===== src/rtl/regarb_pkg.sv =====
// rtl/regarb_pkg.sv - shared types and constants for the register arbiter
package regarb_pkg;

  // Arbiter FSM: pick in IDLE, drive the bank in ACCESS, capture read data in RESP
  typedef enum logic [1:0] {
    ST_IDLE   = 2'd0,
    ST_ACCESS = 2'd1,
    ST_RESP   = 2'd2
  } state_e;

  localparam int DATA_W = 32;

endpackage


===== src/rtl/regarb_picker.sv =====
// rtl/regarb_picker.sv - combinational winner selection; REGARB_RR_EN selects round-robin over fixed priority
module regarb_picker #(
  parameter int NUM_REQ = 2,
  parameter int PTR_W   = 1
) (
  input  logic [NUM_REQ-1:0] req_i,
  input  logic [PTR_W-1:0]   ptr_i,
  output logic [NUM_REQ-1:0] win_o,
  output logic               any_o
);

  logic found;

  assign any_o = |req_i;

`ifdef REGARB_RR_EN
  // Round-robin: scan from the requester after the last winner, wrapping once
  always_comb begin
    win_o = '0;
    found = 1'b0;
    for (int off = 1; off <= NUM_REQ; off++) begin
      for (int i = 0; i < NUM_REQ; i++) begin
        if (!found && req_i[i] &&
            ((int'(ptr_i) + off == i) || (int'(ptr_i) + off == i + NUM_REQ))) begin
          win_o[i] = 1'b1;
          found    = 1'b1;
        end
      end
    end
  end
`else
  // The pointer is meaningless under fixed priority
  logic unused_ptr;
  assign unused_ptr = ^ptr_i;

  // Fixed priority: lowest pending index wins
  always_comb begin
    win_o = '0;
    found = 1'b0;
    for (int i = 0; i < NUM_REQ; i++) begin
      if (!found && req_i[i]) begin
        win_o[i] = 1'b1;
        found    = 1'b1;
      end
    end
  end
`endif

endmodule


===== src/rtl/register_arbiter.sv =====
// rtl/register_arbiter.sv - shares a register bank between requesters, one access per 3 cycles; REGARB_RR_EN enables round-robin
module register_arbiter
  import regarb_pkg::*;
#(
  parameter int NUM_REQ  = 2,
  parameter int NUM_REGS = 16,
  parameter int ADDR_W   = 4
) (
  input  logic                       clk_i,
  input  logic                       rst_i,
  input  logic [NUM_REQ-1:0]         req_i,
  input  logic [NUM_REQ-1:0]         we_i,
  input  logic [NUM_REQ*ADDR_W-1:0]  addr_i,
  input  logic [NUM_REQ*DATA_W-1:0]  wdata_i,
  output logic [NUM_REQ-1:0]         gnt_o,
  output logic [NUM_REQ-1:0]         rvalid_o,
  output logic [DATA_W-1:0]          rdata_o,
  output logic [NUM_REGS-1:0]        reg_sel_o,
  output logic                       reg_wstrb_o,
  output logic [DATA_W-1:0]          reg_data_o,
  input  logic [NUM_REGS*DATA_W-1:0] reg_data_i
);

  localparam int PTR_W = (NUM_REQ > 1) ? $clog2(NUM_REQ) : 1;

  state_e              state_q, state_d;
  logic [NUM_REQ-1:0]  win_q, win_d;
  logic [ADDR_W-1:0]   addr_q, addr_d;
  logic [NUM_REQ-1:0]  gnt_q, gnt_d;
  logic [NUM_REQ-1:0]  rvalid_q, rvalid_d;
  logic [DATA_W-1:0]   rdata_q, rdata_d;
  logic [NUM_REGS-1:0] sel_q, sel_d;
  logic                wstrb_q, wstrb_d;
  logic [DATA_W-1:0]   data_q, data_d;

  logic [NUM_REQ-1:0]  win;
  logic                any;
  logic [PTR_W-1:0]    ptr;
  logic [ADDR_W-1:0]   pick_addr;
  logic                pick_we;
  logic [DATA_W-1:0]   pick_wdata;
  logic [NUM_REGS-1:0] sel_dec;
  logic [DATA_W-1:0]   rd_word;

`ifdef REGARB_RR_EN
  logic [PTR_W-1:0] ptr_q, ptr_d;
  assign ptr = ptr_q;

  // Pointer follows the winner of every grant
  always_comb begin
    ptr_d = ptr_q;
    if (state_q == ST_IDLE && any) begin
      for (int k = 0; k < NUM_REQ; k++) begin
        if (win[k]) ptr_d = PTR_W'(k);
      end
    end
  end

  // Reset leaves the pointer on the last requester so requester 0 wins first
  always_ff @(posedge clk_i or posedge rst_i) begin
    if (rst_i) ptr_q <= PTR_W'(NUM_REQ - 1);
    else       ptr_q <= ptr_d;
  end
`else
  assign ptr = PTR_W'(NUM_REQ - 1);
`endif

  regarb_picker #(
    .NUM_REQ (NUM_REQ),
    .PTR_W   (PTR_W)
  ) u_picker (
    .req_i (req_i),
    .ptr_i (ptr),
    .win_o (win),
    .any_o (any)
  );

  // Steer the winning requester's command onto the internal pick bus
  always_comb begin
    pick_addr  = '0;
    pick_we    = 1'b0;
    pick_wdata = '0;
    for (int k = 0; k < NUM_REQ; k++) begin
      if (win[k]) begin
        pick_addr  = addr_i[k*ADDR_W +: ADDR_W];
        pick_we    = we_i[k];
        pick_wdata = wdata_i[k*DATA_W +: DATA_W];
      end
    end
  end

  // One-hot decode; out-of-range addresses decode to no select at all
  always_comb begin
    sel_dec = '0;
    for (int r = 0; r < NUM_REGS; r++) sel_dec[r] = (pick_addr == ADDR_W'(r));
  end

  // Read-back mux of the latched address; out-of-range reads return zero
  always_comb begin
    rd_word = '0;
    for (int r = 0; r < NUM_REGS; r++) begin
      if (addr_q == ADDR_W'(r)) rd_word = reg_data_i[r*DATA_W +: DATA_W];
    end
  end

  // State and registered outputs
  always_ff @(posedge clk_i or posedge rst_i) begin
    if (rst_i) begin
      state_q  <= ST_IDLE;
      win_q    <= '0;
      addr_q   <= '0;
      gnt_q    <= '0;
      rvalid_q <= '0;
      rdata_q  <= '0;
      sel_q    <= '0;
      wstrb_q  <= 1'b0;
      data_q   <= '0;
    end else begin
      state_q  <= state_d;
      win_q    <= win_d;
      addr_q   <= addr_d;
      gnt_q    <= gnt_d;
      rvalid_q <= rvalid_d;
      rdata_q  <= rdata_d;
      sel_q    <= sel_d;
      wstrb_q  <= wstrb_d;
      data_q   <= data_d;
    end
  end

  // Next state: a granted access always walks ACCESS then RESP
  always_comb begin
    state_d = state_q;
    case (state_q)
      ST_IDLE:   if (any) state_d = ST_ACCESS;
      ST_ACCESS: state_d = ST_RESP;
      ST_RESP:   state_d = ST_IDLE;
      default:   state_d = ST_IDLE;
    endcase
  end

  // Output next values: bank strobes for the ACCESS cycle, response for the cycle after RESP
  always_comb begin
    win_d    = win_q;
    addr_d   = addr_q;
    gnt_d    = '0;
    rvalid_d = '0;
    rdata_d  = rdata_q;
    sel_d    = '0;
    wstrb_d  = 1'b0;
    data_d   = '0;
    case (state_q)
      ST_IDLE: begin
        if (any) begin
          win_d   = win;
          addr_d  = pick_addr;
          gnt_d   = win;
          sel_d   = sel_dec;
          wstrb_d = pick_we & (|sel_dec);
          data_d  = pick_wdata;
        end
      end
      ST_RESP: begin
        rvalid_d = win_q;
        rdata_d  = rd_word;
      end
      default: ;
    endcase
  end

  assign gnt_o       = gnt_q;
  assign rvalid_o    = rvalid_q;
  assign rdata_o     = rdata_q;
  assign reg_sel_o   = sel_q;
  assign reg_wstrb_o = wstrb_q;
  assign reg_data_o  = data_q;

endmodule


===== config.mk =====
export PLATFORM = sky130hd
export DESIGN_NAME = register_arbiter
export DESIGN_NICKNAME = d
export VERILOG_FILES = /design/src/rtl/regarb_pkg.sv /design/src/rtl/regarb_picker.sv /design/src/rtl/register_arbiter.sv
export SDC_FILE = /design/constraint.sdc
export NUM_CORES = 1
export LEC_CHECK = 0
export ABC_AREA = 0
export CAP_MARGIN = 0
export CORE_AREA = 2 2 266 268
export CTS_BUF_LIST = sky130_fd_sc_hd__clkbuf_4 sky130_fd_sc_hd__clkbuf_8 sky130_fd_sc_hd__clkbuf_16
export DETAILED_ROUTE_END_ITERATION = 6
export DIE_AREA = 0 0 268 270
export GPL_TIMING_DRIVEN = 0
export PLACE_DENSITY = 0.35
export SETUP_SLACK_MARGIN = 0.3
export SLEW_MARGIN = 15
export SYNTH_ARGS = -nofsm -noshare
export SYNTH_HDL_FRONTEND = slang
export SYNTH_SLANG_ARGS = --single-unit

===== constraint.sdc =====
create_clock -name clk_i -period 6.9 [get_ports clk_i]
set_input_delay 1.725 -clock clk_i [delete_from_list [all_inputs] [get_ports clk_i]]
set_output_delay 1.725 -clock clk_i [all_outputs]
set_load 0.01 [all_outputs]

; After elaboration in Yosys (flattened, before gate mapping)
; Index checks and enable logic that the tools add are counted.
; W data, S select, Z words.
[op_classes]
reduce_logical = 8
n_mux = 35
bitwise = 1
n_eq_ne = 33
[op_table]
columns = op, n
row1 = $mux W32, 20
row2 = $eq A4 B4 Y1 const B, 16
row3 = $eq A4 B3 Y1 const B, 8
row4 = $mux W16, 2
row5 = $eq A4 B2 Y1 const B, 4
row6 = $reduce_or A16 Y1, 1
row7 = $eq A4 B1 Y1 const B, 2
row8 = $logic_not A4 Y1, 2
row9 = $mux W2, 4
row10 = $mux W4, 2
row11 = $mux W1, 6
row12 = $pmux W2 S2, 1
row13 = $eq A2 B1 Y1 const B, 1
row14 = $eq A2 B2 Y1 const B, 1
row15 = $logic_not A2 Y1, 1
row16 = $ne A2 B2 Y1 const B, 1
row17 = $reduce_and A2 Y1, 1
row18 = $reduce_or A2 Y1, 1
row19 = $and A1 B1 Y1, 1
row20 = $logic_and A1 B1 Y1, 1
row21 = $logic_not A1 Y1, 1
[word_totals]
input_bits = 590
output_inout_bits = 85
reg_bits = 93

; Logic depth before layout (Yosys ltp)
; Gate-level depths: netlist of the first run.
[logic_depth]
word_depth = 17
ltp_mapped = 10

; Hierarchy
; From an unflattened synthesis of the first run, not the netlist that was laid out.
[hier_totals]
cells_unflattened = 996
hier_area_um2 = 8664.6
[modules_own_cells]
columns = mod, seq_area_each_um2, area_per_inst_um2, cells_per_inst, n_inst
row1 = register_arbiter, 2327.2, 8644.5, 993, 1
row2 = regarb_picker, 0.0, 20.0, 3, 1

; Least setup slack after synthesis of the first run
; Ideal clock, no wire load.
[synth_path]
kind = input to register
startpoint = input reg_data_i[175]
endpoint = register rdata_q[15], in the netlist rdata_o[15]
t_arrival_ps = 2876
setup_time_ps = 126
slack_ps = 3898
n_path_buf = 0
cell_stages = 5
path_cell_list = mux4_2 -> or2_0 -> a21oi_1 -> o22ai_1 -> a221o_1
[synth_via]
elab_chain_cells = 11
[synth_rtl]
columns = element, line_no
row1 = "start, declared", register_arbiter.sv:21  ; input logic [NUM_REGS*DATA_W-1:0] reg_data_i
row2 = $mux W32 (11 in a row), register_arbiter.sv:102  ; if (addr_q == ADDR_W'(r)) rd_word = reg_data_i[r*DATA_W +: DATA_W];
row3 = "end signal, assigned", register_arbiter.sv:124  ; rdata_q <= rdata_d;
row4 = "end, declared", register_arbiter.sv:31  ; logic [DATA_W-1:0] rdata_q, rdata_d;
; No other way between the ends.
; A chain may end at the register's enable or synchronous reset.

; Final worst setup path of the first run
[layout_path]
startpoint = input reg_data_i[190]
endpoint = register rdata_q[30], in the netlist rdata_o[30]
; Same word-level chain as after synthesis.

==> metrics.json, run 1 <==
{
  "grt_pass1_vias": 12100,
  "synth.top_cell.area_share_pct": 28.8,
  "routed-via-count": 11100,
  "remaining_drc_errors": 0,
  "whs_endpoint": "win_q[1]",
  "tritoncts_clock_tree": "done",
  "critical_path_required_ns": 7.14,
  "dp.final_hpwl_um": 65900,
  "clkTransAtPathRegs_ns": 0.08,
  "min_delay_path_depth": 1,
  "area_growth_syn_to_layout_pct": 102,
  "place.port_buffers": 674,
  "cp.buffers_inverters": 1,
  "ctsRootBufferMaster": "sky130_fd_sc_hd__clkbuf_16",
  "setup_tns_ns": 0,
  "most_numerous_cell_types_in_the_synthesized_netlist": "94 x sky130_fd_sc_hd__nor2_1, 93 x sky130_fd_sc_hd__dfrtp_1, 81 x sky130_fd_sc_hd__a21oi_1",
  "cp_data_arrival_time_ns": 3.85,
  "yosys_warnings": 0,
  "post-route-period-util_pct": 52.3,
  "finished_core_util_pct": 23.5,
  "syn-cell-area_um2": 8090,
  "critPathLaunch": "reg_data_i[190]",
  "via_per_inst": 4.33,
  "yosysTopAreaCell": "sky130_fd_sc_hd__dfrtp_1",
  "synthMostInstantiatedCell": "sky130_fd_sc_hd__nor2_1",
  "fmaxAchievable_mhz": 277,
  "floorplan.rows": 97,
  "post_cts.resized_instances": 0,
  "synth.distinct_cells": 71,
  "power.density_nw_per_um2": 347,
  "crit_path_max_delay_cell_type": "sky130_fd_sc_hd__a311oi_1",
  "final_layout_size_suffix_gt1_share_pct": 9.07,
  "postCtsSetupBuffers": 0,
  "detail_route.wirelength_um": 78600,
  "io-pin-count": 675,
  "finalSetupViolations": 0,
  "worst_setup_path_end_kind": "register",
  "finalWeightedCongestion": 0.840,
  "wl_per_cell_um": 30.7,
  "yosys_register_bits": 93,
  "peakVddDrop_mv": 0.140,
  "worstPathMaxFanout": 1,
  "hold_start": "win_q[1]",
  "grt_antenna_before_repair": 25,
  "htree_levels": 3,
  "dp_slack_ns": 2.93,
  "synth_edf_count": 0,
  "gr-total-overflow": 0,
  "slew_viol_final": 0,
  "die_area_um2": 72400,
  "syn-instance-count": 929,
  "shortest_clock_period_the_worst_path_allows_after_layout_ns": 3.61,
  "ff2ff_path_depth": 9,
  "cts.path.max_buffers": 2,
  "hold_class": "reg -> reg",
  "critPathMaxStageDelay_ns": 0.80,
  "global_route.usage.total_pct": 21.2,
  "run_status": "complete, no violations",
  "worst-setup-path-type": "in -> reg",
  "global_route_wire_length_before_repair_um": 104000,
  "critPathLaunchType": "primary input",
  "die_x_um": 268,
  "timing.max_slew.rel_slack_pct": 28.2,
  "cts-hold-fix-buffers": 0,
  "detail_route.iter0.violations": 602,
  "ys_top_cells_by_area": "sky130_fd_sc_hd__dfrtp_1 29%, sky130_fd_sc_hd__mux2i_1 8.4%, sky130_fd_sc_hd__mux4_2 5.6%",
  "crit_path_cell_trace": "clkdlybuf4s50_1 > mux4_2 > and3_1 > a311oi_1 > a21oi_1",
  "finish.net_count": 2206,
  "floorplan.initialDensity_pct": 11.6,
  "pin_count_of_the_biggest_net_entering_global_routing": 53,
  "setup_repair_after_global_routing_missed_its_margin": "false",
  "synth_async_sr_flop_share_pct": 100,
  "drt_pass1_iterations": 5,
  "worst_slew_pin_slew_ns": 1.07,
  "synth-seq-area-share_pct": 28.8,
  "drv.max_cap_violation_count": 0,
  "synth_flop_cell": "sky130_fd_sc_hd__dfrtp_1",
  "clk_latency_ns": 0.40,
  "reg2reg_to": "rdata_o[3]",
  "core-area_um2": 69500,
  "syn_area_per_cell_um2": 8.71,
  "cp_top_family": "compound AO/OA/AOI/OAI gates",
  "clock_sink_count": 93,
  "syn_nets": 1519,
  "r2r_slack_ns": 3.67,
  "power.leakage_nw": 6.02,
  "r2r-start": "addr_q[0]",
  "post_detailed_route_count_of_antenna_violating_nets": 0,
  "worst_clock_skew_ns": 0.0161,
  "number_of_hold_violations_in_the_final_report": 0,
  "die_y_um": 270,
  "postLayoutSetupSlackWorst_ns": 3.29,
  "cts_inserted_buffers": 9
}
## registers in the layout, summed over array words and instances (netlist names), 2 cells and up
register and count:
rdata_o 32, reg_data_o 32, reg_sel_o 16, addr_q 4, gnt_o 2, rvalid_o 2
state_q 2, win_q 2
## worst max path at each step
stage | cells past startpoint | slack [ns] | end
after CTS | 6 | 3.35 | reg_data_o[24]
final | 5 | 3.29 | rdata_o[30]
after global placement | 2 | 0.32 | rdata_o[17]
after floorplan | 1 | 2.75 | addr_q[0]
after global routing | 6 | 3.27 | reg_data_o[24]
after detailed placement | 5 | 2.93 | rdata_o[30]
## layout by cell type (no fill, tap or decap), types with 7 or more instances in the layout
master / n
sky130_fd_sc_hd__mux2i_1: 68
sky130_fd_sc_hd__mux4_2: 20
sky130_fd_sc_hd__clkbuf_16: 9
sky130_fd_sc_hd__a22o_1: 36
sky130_fd_sc_hd__nor2_1: 94
sky130_fd_sc_hd__nor2b_1: 20
sky130_fd_sc_hd__o21ai_0: 49
sky130_fd_sc_hd__mux2_2: 27
sky130_fd_sc_hd__o221ai_1: 27
sky130_fd_sc_hd__o22ai_1: 50
sky130_fd_sc_hd__buf_6: 8
sky130_fd_sc_hd__a22oi_1: 17
sky130_fd_sc_hd__and3_1: 14
sky130_fd_sc_hd__clkdlybuf4s50_1: 674
sky130_fd_sc_hd__a311oi_1: 16
sky130_fd_sc_hd__clkbuf_1: 34
sky130_fd_sc_hd__dfrtp_1: 93
sky130_fd_sc_hd__nand2_1: 49
sky130_fd_sc_hd__a31oi_1: 9
sky130_fd_sc_hd__buf_4: 15
sky130_fd_sc_hd__buf_2: 33
sky130_fd_sc_hd__nand2b_1: 11
sky130_fd_sc_hd__a221oi_1: 8
sky130_fd_sc_hd__or2_2: 14
sky130_fd_sc_hd__a21oi_1: 81
sky130_fd_sc_hd__a211oi_1: 27
sky130_fd_sc_hd__o2bb2ai_1: 7
## per-stage QoR
stage	cells	hold WS, ns	area [µm²]	total power, W
floorplan	929	0.441	8090	0.00292
global placement	2543	0.453	16000	0.00517
detailed placement	2545	0.458	16100	0.00517
CTS	2561	0.478	16400	0.00577
global route	2561	0.493	16400	0.00600
finish	2564	0.474	16400	0.00568
## where the power goes
part | switching (W) | internal (W) | total (W)
Clock | 0.000299 | 0.000266 | 0.000565
Combinational | 0.00266 | 0.00165 | 0.00431
Sequential | 0.0000943 | 0.000718 | 0.000813
## cell families (layout without fill, tap and decap cells)
logic type / after synthesis / in the layout / synth area share [%]
mux: 115 / 115 / 17.7
simple gates: 253 / 253 / 15.8
buf+inv: 100 / 792 / 6.54
compound gates: 368 / 368 / 31.1
other cells: 0 / 3 / 0
flops: 93 / 93 / 28.8
## metal layers
metal,part of all wire (%),up-vias,track usage [%],wire length [µm]
met1,40,5490,25.0,31800
met2,49,473,37.1,38700
met5,0.33,-,0,259
li1,-,4995,-,-
met4,1.6,42,3.90,1220
met3,8.4,90,7.17,6570
## area by class of cell
cell class                      instances  area, µm²
Antenna cell                            3       7.51
Buffer                                 92        499
Clock buffer                           10        239
Clock inverter                          6       62.6
Fill cell                            7631      53200
Inverter                                8       35.0
Multi-Input combinational cell        736       5240
Sequential cell                        93       2330
Tap cell                              940       1180
Timing Repair Buffer                  676       6780
Note: power is estimated with default switching activity, not from simulation.
==> inputs of run 2 (changes only) <==
- CORE_AREA: 2 2 266 268 -> 2 2 262 264
- DIE_AREA: 0 0 268 270 -> 0 0 264 266
- PLACE_DENSITY: 0.35 -> 0.36
- clock period: 6.9 -> 3.7 ns (I/O delays scaled with it)
==> run 2 against run 1 <==
Sequential power rose by 89%. Count of clock-buffer cells in the layout did not move. Register-to-register slack got worse by 3.1 ns. Worst setup slack got worse by 2.7 ns. First-iteration DRC count rose by 9.5%. Global-route usage rose by 1.4 points. Critical path type is now reg -> reg. Critical endpoint is now rdata_o[1]. Largest cell class unchanged.
==> metrics.json, run 2 (same netlist as run 1, synthesis figures left out) <==
{
  "run_status": {"value": "complete, no violations", "change": "unchanged"},
  "critPathMaxStageDelay": {"value": 0.68, "unit": "ns", "change": "was 0.80 ns"},
  "combinational_fraction_of_design_power": {"value": 75.8, "unit": "%", "change": "about the same"},
  "postCtsSetupBuffers": {"value": 0, "change": "unchanged"},
  "htree_levels": {"value": 3, "change": "unchanged"},
  "post-route-period-util_pct": 84.7,
  "clkTransAtPathRegs": {"value": 0.08, "unit": "ns", "change": "about the same"},
  "worst_path_most_repeated_cell": "sky130_fd_sc_hd__buf_6",
  "power.density": {"value": 673, "unit": "nW/µm²", "change": "was 347 nW/µm²"},
  "worstPathMaxFanout": {"value": 10, "change": "was 1"},
  "fmaxAchievable_mhz": 319,
  "clock_sink_count": {"value": 93, "change": "unchanged"},
  "cp_top_family": {"value": "buffers and inverters", "change": "was compound AO/OA/AOI/OAI gates"},
  "floorplan.initialDensity": {"value": 11.9, "unit": "%", "change": "was 11.6%"},
  "setup_repair_after_global_routing_missed_its_margin": {"value": "false", "change": "unchanged"},
  "final_cells": {"value": 2507, "change": "was 2564"},
  "die_x": {"value": 264, "unit": "µm", "change": "was 268 µm"},
  "hold_class": {"value": "reg -> reg", "change": "unchanged"},
  "cp.buffers_inverters": {"value": 5, "change": "was 1"},
  "worst_clock_skew": {"value": 0.00708, "unit": "ns", "change": "was 0.0161 ns"},
  "r2r-start": {"value": "addr_q[0]", "change": "unchanged"},
  "global_route.usage.total": {"value": 22.6, "unit": "%", "change": "was 21.2%"},
  "tritoncts_clock_tree": {"value": "done", "change": "unchanged"},
  "dp.final_hpwl": {"value": 69500, "unit": "µm", "change": "was 65900 µm"},
  "core-area": {"value": 67700, "unit": "µm²", "change": "was 69500 µm²"},
  "dp_slack": {"value": 0.305, "unit": "ns", "change": "was 2.93 ns"},
  "cts.path.max_buffers": {"value": 2, "change": "unchanged"},
  "timing.max_slew.rel_slack": {"value": 31.4, "unit": "%", "change": "was 28.2%"},
  "via_per_inst": {"value": 4.51, "change": "was 4.33"},
  "internal_power": {"value": 0.00505, "unit": "W", "change": "was 0.00263 W"},
  "cp_data_arrival_time": {"value": 3.36, "unit": "ns", "change": "was 3.85 ns"},
  "detail_route.wirelength": {"value": 81500, "unit": "µm", "change": "was 78600 µm"},
  "worst-setup-path-type": {"value": "reg -> reg", "change": "was in -> reg"},
  "critPathLaunchType": {"value": "register", "change": "was primary input"},
  "clockPowerShare": {"value": 10.2, "unit": "%", "change": "was 9.9%"},
  "gr-total-overflow": {"value": 0, "change": "unchanged"},
  "final_layout_size_suffix_gt1_share": {"value": 9.12, "unit": "%", "change": "was 9.07%"},
  "layout.cells.most_common": {"value": "sky130_fd_sc_hd__clkdlybuf4s50_1", "change": "unchanged"},
  "power_switching_share": {"value": 54.1, "unit": "%", "change": "was 53.7%"},
  "drt_pass1_iterations": {"value": 5, "change": "unchanged"},
  "shortest_clock_period_the_worst_path_allows_after_layout_ns": 3.13,
  "grt_antenna_before_repair": {"value": 12, "change": "was 25"},
  "crit_path_cell_trace": {"value": "buf_6 > buf_6 > buf_4 > buf_4 > buf_6 > mux2i_1 > nor2_1 > a311oi_1 > a21oi_1", "change": "was clkdlybuf4s50_1 > mux4_2 > and3_1 > a311oi_1 > a21oi_1"},
  "mostFrequentLayoutCells": {"value": "674 x sky130_fd_sc_hd__clkdlybuf4s50_1, 94 x sky130_fd_sc_hd__nor2_1, 93 x sky130_fd_sc_hd__dfrtp_1", "change": "unchanged"},
  "whs_endpoint": {"value": "win_q[0]", "change": "was win_q[1]"},
  "reg2reg_to": {"value": "rdata_o[1]", "change": "was rdata_o[3]"},
  "cts_inserted_buffers": {"value": 9, "change": "unchanged"},
  "clk_latency": {"value": 0.38, "unit": "ns", "change": "was 0.40 ns"},
  "finish.net_count": {"value": 2207, "change": "was 2206"},
  "worst_hold_slack": {"value": 0.509, "unit": "ns", "change": "was 0.474 ns"},
  "io-pin-count": {"value": 675, "change": "unchanged"},
  "ff2ff_path_depth": {"value": 9, "change": "unchanged"},
  "number_of_hold_violations_in_the_final_report": {"value": 0, "change": "unchanged"},
  "finalSetupViolations": {"value": 0, "change": "unchanged"},
  "worst_setup_path_end_kind": {"value": "register", "change": "unchanged"},
  "postLayoutSetupSlackWorst": {"value": 0.566, "unit": "ns", "change": "was 3.29 ns"},
  "post_detailed_route_count_of_antenna_violating_nets": {"value": 0, "change": "unchanged"},
  "ctsRootBufferMaster": {"value": "sky130_fd_sc_hd__clkbuf_16", "change": "unchanged"},
  "grt_pass1_vias": {"value": 12400, "change": "was 12100"},
  "place.port_buffers": {"value": 674, "change": "unchanged"},
  "min_delay_path_depth": {"value": 2, "change": "was 1"},
  "finalWeightedCongestion": {"value": 0.902, "change": "was 0.840"},
  "die_area": {"value": 70200, "unit": "µm²", "change": "was 72400 µm²"},
  "wl_per_cell": {"value": 32.5, "unit": "µm", "change": "was 30.7 µm"},
  "critical_path_required": {"value": 3.93, "unit": "ns", "change": "was 7.14 ns"},
  "worst_slew_pin_slew": {"value": 1.02, "unit": "ns", "change": "was 1.07 ns"},
  "global_route_wire_length_before_repair": {"value": 108000, "unit": "µm", "change": "was 104000 µm"},
  "placed_cells_incl_taps": {"value": 2488, "change": "was 2545"},
  "post_cts.resized_instances": {"value": 0, "change": "unchanged"},
  "sequentialPowerShare": {"value": 14.0, "unit": "%", "change": "was 14.3%"},
  "routed-via-count": {"value": 11300, "change": "was 11100"},
  "hold_start": {"value": "win_q[0]", "change": "was win_q[1]"},
  "crit_path_max_delay_cell_type": {"value": "sky130_fd_sc_hd__a311oi_1", "change": "unchanged"},
  "slew_viol_final": {"value": 0, "change": "unchanged"},
  "power.leakage": {"value": 6.04, "unit": "nW", "change": "was 6.02 nW"},
  "pin_count_of_the_biggest_net_entering_global_routing": {"value": 49, "change": "was 53"},
  "area_growth_syn_to_layout": {"value": 102, "unit": "%", "change": "about the same"},
  "cts-hold-fix-buffers": {"value": 0, "change": "unchanged"},
  "remaining_drc_errors": {"value": 0, "change": "unchanged"},
  "die_y": {"value": 266, "unit": "µm", "change": "was 270 µm"},
  "drv.max_cap_violation_count": {"value": 0, "change": "unchanged"},
  "detail_route.iter0.violations": {"value": 659, "change": "was 602"},
  "peakVddDrop": {"value": 0.219, "unit": "mV", "change": "was 0.140 mV"},
  "r2r_slack": {"value": 0.57, "unit": "ns", "change": "was 3.67 ns"},
  "netSwitchingPower": {"value": 0.00594, "unit": "W", "change": "was 0.00305 W"},
  "finished_core_util": {"value": 24.1, "unit": "%", "change": "was 23.5%"},
  "floorplan.rows": {"value": 96, "change": "was 97"}
}
-- run 2: cell types whose count changed in the layout (fill, tap and decap cells not counted), sizes merged --
cell	delta
inv	-2
buf	+1
bufinv	+2
-- run 2: power by group through the flow --
stage	sequential [W]	combinational (W)	clock, W
after floorplan	0.00163	0.00381	0
after global placement	0.00154	0.00845	0
after detailed placement	0.00155	0.00848	0
after CTS	0.00154	0.00851	0.00118
after global routing	0.00157	0.00880	0.00119
final	0.00154	0.00833	0.00112
-- run 2: worst register-to-register path: stages, from the launching register on --
cell and delay, ns:
sky130_fd_sc_hd__dfrtp_1 0.35, sky130_fd_sc_hd__buf_6 0.15, sky130_fd_sc_hd__buf_6 0.20, sky130_fd_sc_hd__buf_4 0.33, sky130_fd_sc_hd__buf_4 0.32, sky130_fd_sc_hd__buf_6 0.25
sky130_fd_sc_hd__mux2i_1 0.50, sky130_fd_sc_hd__nor2_1 0.08, sky130_fd_sc_hd__a311oi_1 0.68, sky130_fd_sc_hd__a21oi_1 0.13
-- run 2: how the worst max path moves through the flow --
stage               startpoint        endpoint  slack, ns  depth (start not counted)
global route         addr_q[0]      rdata_o[1]       0.35                          9
finish               addr_q[0]      rdata_o[1]       0.57                          9
floorplan                rst_i       addr_q[0]       0.35                          1
detailed placement    req_i[0]  reg_data_o[22]       0.30                          6
CTS                  addr_q[0]      rdata_o[1]       0.31                          9
global placement         rst_i     rdata_o[25]      -1.82                          2
-- run 2: metrics by stage --
step | total power, W | instance area, µm² | setup TNS [ns]
6_report | 0.0110 | 16300 | 0
5_1_grt | 0.0116 | 16300 | 0
4_1_cts | 0.0112 | 16300 | 0
3_5_place_dp | 0.0100 | 16000 | 0
3_3_place_gp | 0.00999 | 15900 | -174.84
2_1_floorplan | 0.00544 | 8090 | 0
-- run 2: routing by layer --
layer  track usage (%)  vias up  part of all wire, %
li1                  -     5000                    -
met1              24.0     5590                   37
met2              42.8      619                   52
met3              6.41       88                  7.4
met4              6.93        6                  3.2
met5                 0        -                0.054
-- run 2: area by class of cell --
cell class	instances	area (µm²)
Multi-Input combinational cell	736	5240
Inverter	8	35.0
Timing Repair Buffer	677	6790
Clock inverter	6	91.3
Antenna cell	3	7.51
Buffer	92	499
Sequential cell	93	2330
Clock buffer	10	239
Fill cell	7450	51400
Tap cell	882	1100
==> inputs of run 3 (changes only) <==
- clock period: 3.7 -> 3.23 ns (I/O delays scaled with it)
==> run 3 against run 2 <==
Sequential share of layout area down 0.14 points. Cell count about the same. Sequential power is 14% higher. Die area unchanged. Critical endpoint is now rdata_o[11].
==> metrics.json, run 3 (same netlist as run 1, synthesis figures left out) <==
{
  "clock_sink_count": {"value": 93, "change": "unchanged"},
  "area_growth_syn_to_layout": {"value": 104, "unit": "%", "change": "was 102%"},
  "worst_clock_skew": {"value": 0.0173, "unit": "ns", "change": "was 0.00708 ns"},
  "grt_antenna_before_repair": {"value": 12, "change": "unchanged"},
  "finish.net_count": {"value": 2207, "change": "unchanged"},
  "finalWeightedCongestion": {"value": 0.900, "change": "was 0.902"},
  "register_area": {"value": 2330, "unit": "µm²", "change": "unchanged"},
  "critPathLaunchType": {"value": "register", "change": "unchanged"},
  "r2r_slack": {"value": 0.24, "unit": "ns", "change": "was 0.57 ns"},
  "final_layout_size_suffix_gt1_share": {"value": 10.7, "unit": "%", "change": "was 9.12%"},
  "clk_latency": {"value": 0.39, "unit": "ns", "change": "was 0.38 ns"},
  "worst-setup-path-type": {"value": "reg -> reg", "change": "unchanged"},
  "die_y": {"value": 266, "unit": "µm", "change": "unchanged"},
  "detail_route.wirelength": {"value": 78500, "unit": "µm", "change": "was 81500 µm"},
  "worst_path_most_repeated_cell": {"value": "sky130_fd_sc_hd__buf_4", "change": "was sky130_fd_sc_hd__buf_6"},
  "die_x": {"value": 264, "unit": "µm", "change": "unchanged"},
  "cp_data_arrival_time": {"value": 3.23, "unit": "ns", "change": "was 3.36 ns"},
  "ctsRootBufferMaster": {"value": "sky130_fd_sc_hd__clkbuf_16", "change": "unchanged"},
  "crit_path_max_delay_cell_type": {"value": "sky130_fd_sc_hd__o31ai_1", "change": "was sky130_fd_sc_hd__a311oi_1"},
  "peakVddDrop": {"value": 0.253, "unit": "mV", "change": "was 0.219 mV"},
  "post_detailed_route_count_of_antenna_violating_nets": {"value": 0, "change": "unchanged"},
  "setup_repair_after_global_routing_missed_its_margin": {"value": "false", "change": "unchanged"},
  "die_area": {"value": 70200, "unit": "µm²", "change": "unchanged"},
  "hold_class": {"value": "reg -> reg", "change": "unchanged"},
  "run_status": {"value": "complete, no violations", "change": "unchanged"},
  "ff2ff_path_depth": {"value": 8, "change": "was 9"},
  "worst_slew_pin_slew": {"value": 1.17, "unit": "ns", "change": "was 1.02 ns"},
  "shortest_clock_period_the_worst_path_allows_after_layout": {"value": 2.99, "unit": "ns", "change": "was 3.13 ns"},
  "drv.max_cap_violation_count": {"value": 0, "change": "unchanged"},
  "global_route_wire_length_before_repair": {"value": 105000, "unit": "µm", "change": "was 108000 µm"},
  "pin_count_of_the_biggest_net_entering_global_routing": {"value": 30, "change": "was 49"},
  "critPathLaunch": {"value": "addr_q[2]", "change": "was addr_q[0]"},
  "routed-via-count": {"value": 11300, "change": "about the same"},
  "reg2reg_to": {"value": "rdata_o[11]", "change": "was rdata_o[1]"},
  "timing.max_slew.rel_slack": {"value": 21.0, "unit": "%", "change": "was 31.4%"},
  "cts-hold-fix-buffers": {"value": 0, "change": "unchanged"},
  "r2r-start": {"value": "addr_q[2]", "change": "was addr_q[0]"},
  "gr-total-overflow": {"value": 0, "change": "unchanged"},
  "cts.path.max_buffers": {"value": 2, "change": "unchanged"},
  "mostFrequentLayoutCells": {"value": "674 x sky130_fd_sc_hd__clkdlybuf4s50_1, 93 x sky130_fd_sc_hd__dfrtp_1, 92 x sky130_fd_sc_hd__nor2_1", "change": "was 674 x sky130_fd_sc_hd__clkdlybuf4s50_1, 94 x sky130_fd_sc_hd__nor2_1, 93 x sky130_fd_sc_hd__dfrtp_1"},
  "via_per_inst": {"value": 4.51, "change": "about the same"},
  "layout.cells.most_common": {"value": "sky130_fd_sc_hd__clkdlybuf4s50_1", "change": "unchanged"},
  "finalSetupViolations": {"value": 0, "change": "unchanged"},
  "crit_path_cell_trace": {"value": "buf_4 > buf_4 > nand3b_1 > buf_2 > a211oi_1 > a311oi_1 > o31ai_1 > a31oi_1", "change": "was buf_6 > buf_6 > buf_4 > buf_4 > buf_6 > mux2i_1 > nor2_1 > a311oi_1 > a21oi_1"},
  "worst_hold_slack": {"value": 0.481, "unit": "ns", "change": "was 0.509 ns"},
  "post-route-period-util": {"value": 92.5, "unit": "%", "change": "was 84.7%"},
  "dpl_cell_area": {"value": 16000, "unit": "µm²", "change": "about the same"},
  "drt_pass1_iterations": {"value": 5, "change": "unchanged"},
  "cts_inserted_buffers": {"value": 9, "change": "unchanged"},
  "layout.filler_cells": {"value": 7424, "change": "was 7450"},
  "io-pin-count": {"value": 675, "change": "unchanged"},
  "power.leakage": {"value": 6.07, "unit": "nW", "change": "was 6.04 nW"},
  "dp.final_hpwl": {"value": 66800, "unit": "µm", "change": "was 69500 µm"},
  "hold_start": {"value": "win_q[1]", "change": "was win_q[0]"},
  "number_of_hold_violations_in_the_final_report": {"value": 0, "change": "unchanged"},
  "fmaxAchievable": {"value": 335, "unit": "MHz", "change": "was 319 MHz"},
  "slew_viol_final": {"value": 0, "change": "unchanged"},
  "critical_path_required": {"value": 3.47, "unit": "ns", "change": "was 3.93 ns"},
  "floorplan.rows": {"value": 96, "change": "unchanged"},
  "worst_setup_path_end_kind": {"value": "register", "change": "unchanged"},
  "place.port_buffers": {"value": 674, "change": "unchanged"},
  "clkTransAtPathRegs": {"value": 0.09, "unit": "ns", "change": "was 0.08 ns"},
  "power.density": {"value": 762, "unit": "nW/µm²", "change": "was 673 nW/µm²"},
  "core-area": {"value": 67700, "unit": "µm²", "change": "unchanged"},
  "tritoncts_clock_tree": {"value": "done", "change": "unchanged"},
  "layout.cell_area.non_filler": {"value": 16500, "unit": "µm²", "change": "was 16300 µm²"},
  "remaining_drc_errors": {"value": 0, "change": "unchanged"},
  "multi_input_comb_area": {"value": 5390, "unit": "µm²", "change": "was 5240 µm²"},
  "postCtsSetupBuffers": {"value": 0, "change": "unchanged"},
  "htree_levels": {"value": 3, "change": "unchanged"},
  "worst-path-stages": {"value": 8, "change": "was 9"},
  "critical_path.endpoint": {"value": "rdata_o[11]", "change": "was rdata_o[1]"},
  "global_route.usage.total": {"value": 21.7, "unit": "%", "change": "was 22.6%"},
  "cp_top_family": {"value": "compound AO/OA/AOI/OAI gates", "change": "was buffers and inverters"},
  "worstPathMaxFanout": {"value": 10, "change": "unchanged"},
  "setup_tns": {"value": 0, "unit": "ns", "change": "unchanged"},
  "critPathMaxStageDelay": {"value": 0.99, "unit": "ns", "change": "was 0.68 ns"},
  "grt_pass1_vias": {"value": 12300, "change": "was 12400"},
  "wl_per_cell": {"value": 31.3, "unit": "µm", "change": "was 32.5 µm"},
  "cp.buffers_inverters": {"value": 3, "change": "was 5"},
  "detail_route.iter0.violations": {"value": 596, "change": "was 659"},
  "floorplan.initialDensity": {"value": 11.9, "unit": "%", "change": "unchanged"}
}
[run 3: changes by cell type in the layout (fill, tap and decap cells not counted), sizes merged]
| cell | before | now |
|---|---|---|
| clkbuf | 44 | 43 |
| clkdlybuf4s15 | 0 | 1 |
| clkinv | 3 | 6 |
| bufinv | 2 | 0 |
| clkinvlp | 0 | 1 |
| inv | 9 | 8 |
| buf | 61 | 60 |
| diode | 3 | 1 |
[run 3: layer usage]
metal,GRT usage [%],routed length (µm)
met1,24.1,30500
met3,6.75,6260
met5,0,86
met4,5.73,1980
met2,39.7,39600
[run 3: area by class of cell]
| type | count | share of cell area (%) |
|---|---|---|
| Timing Repair Buffer | 677 | 41.3 |
| Multi-Input combinational cell | 736 | 32.7 |
| Sequential cell | 93 | 14.1 |
| Tap cell | 882 | 6.69 |
| Buffer | 92 | 3.13 |
| Clock buffer | 9 | 1.36 |
| Clock inverter | 7 | 0.554 |
| Inverter | 8 | 0.205 |
| Antenna cell | 1 | 0.0152 |
[run 3: metrics by stage]
step / power [W] / util (%) / worst slack, ns / cells
after global routing: 0.0133 / 24.4 / 0.305 / 2504
after floorplan: 0.00623 / - / 1.15 / 929
after global placement: 0.0113 / 23.5 / -0.372 / 2485
after detailed placement: 0.0113 / 23.6 / -0.339 / 2488
final: 0.0126 / 24.4 / 0.242 / 2505
after CTS: 0.0128 / 24.3 / 0.238 / 2504
[run 3: what timing repair did]
item / in CTS / in global routing
resized for setup: 22 / 9
endpoints found under the hold margin: 0 / 0
setup endpoints to repair: 19 / 8
pin swaps: 0 / 1
[run 3: how the worst min path moves through the flow]
stage | endpoint | cells past startpoint | slack (ns)
6_report | win_q[1] | 1 | 0.48
3_3_place_gp | win_q[1] | 1 | 0.45
5_1_grt | win_q[1] | 1 | 0.52
2_1_floorplan | win_q[1] | 1 | 0.44
4_1_cts | win_q[1] | 1 | 0.49
3_5_place_dp | win_q[1] | 1 | 0.47
[run 3: report_power, final]
part           switching, W  internal (W)  leakage [nW]
sequential         0.000229       0.00153          1.18
combinational       0.00592       0.00366          4.74
clock              0.000677      0.000559         0.152
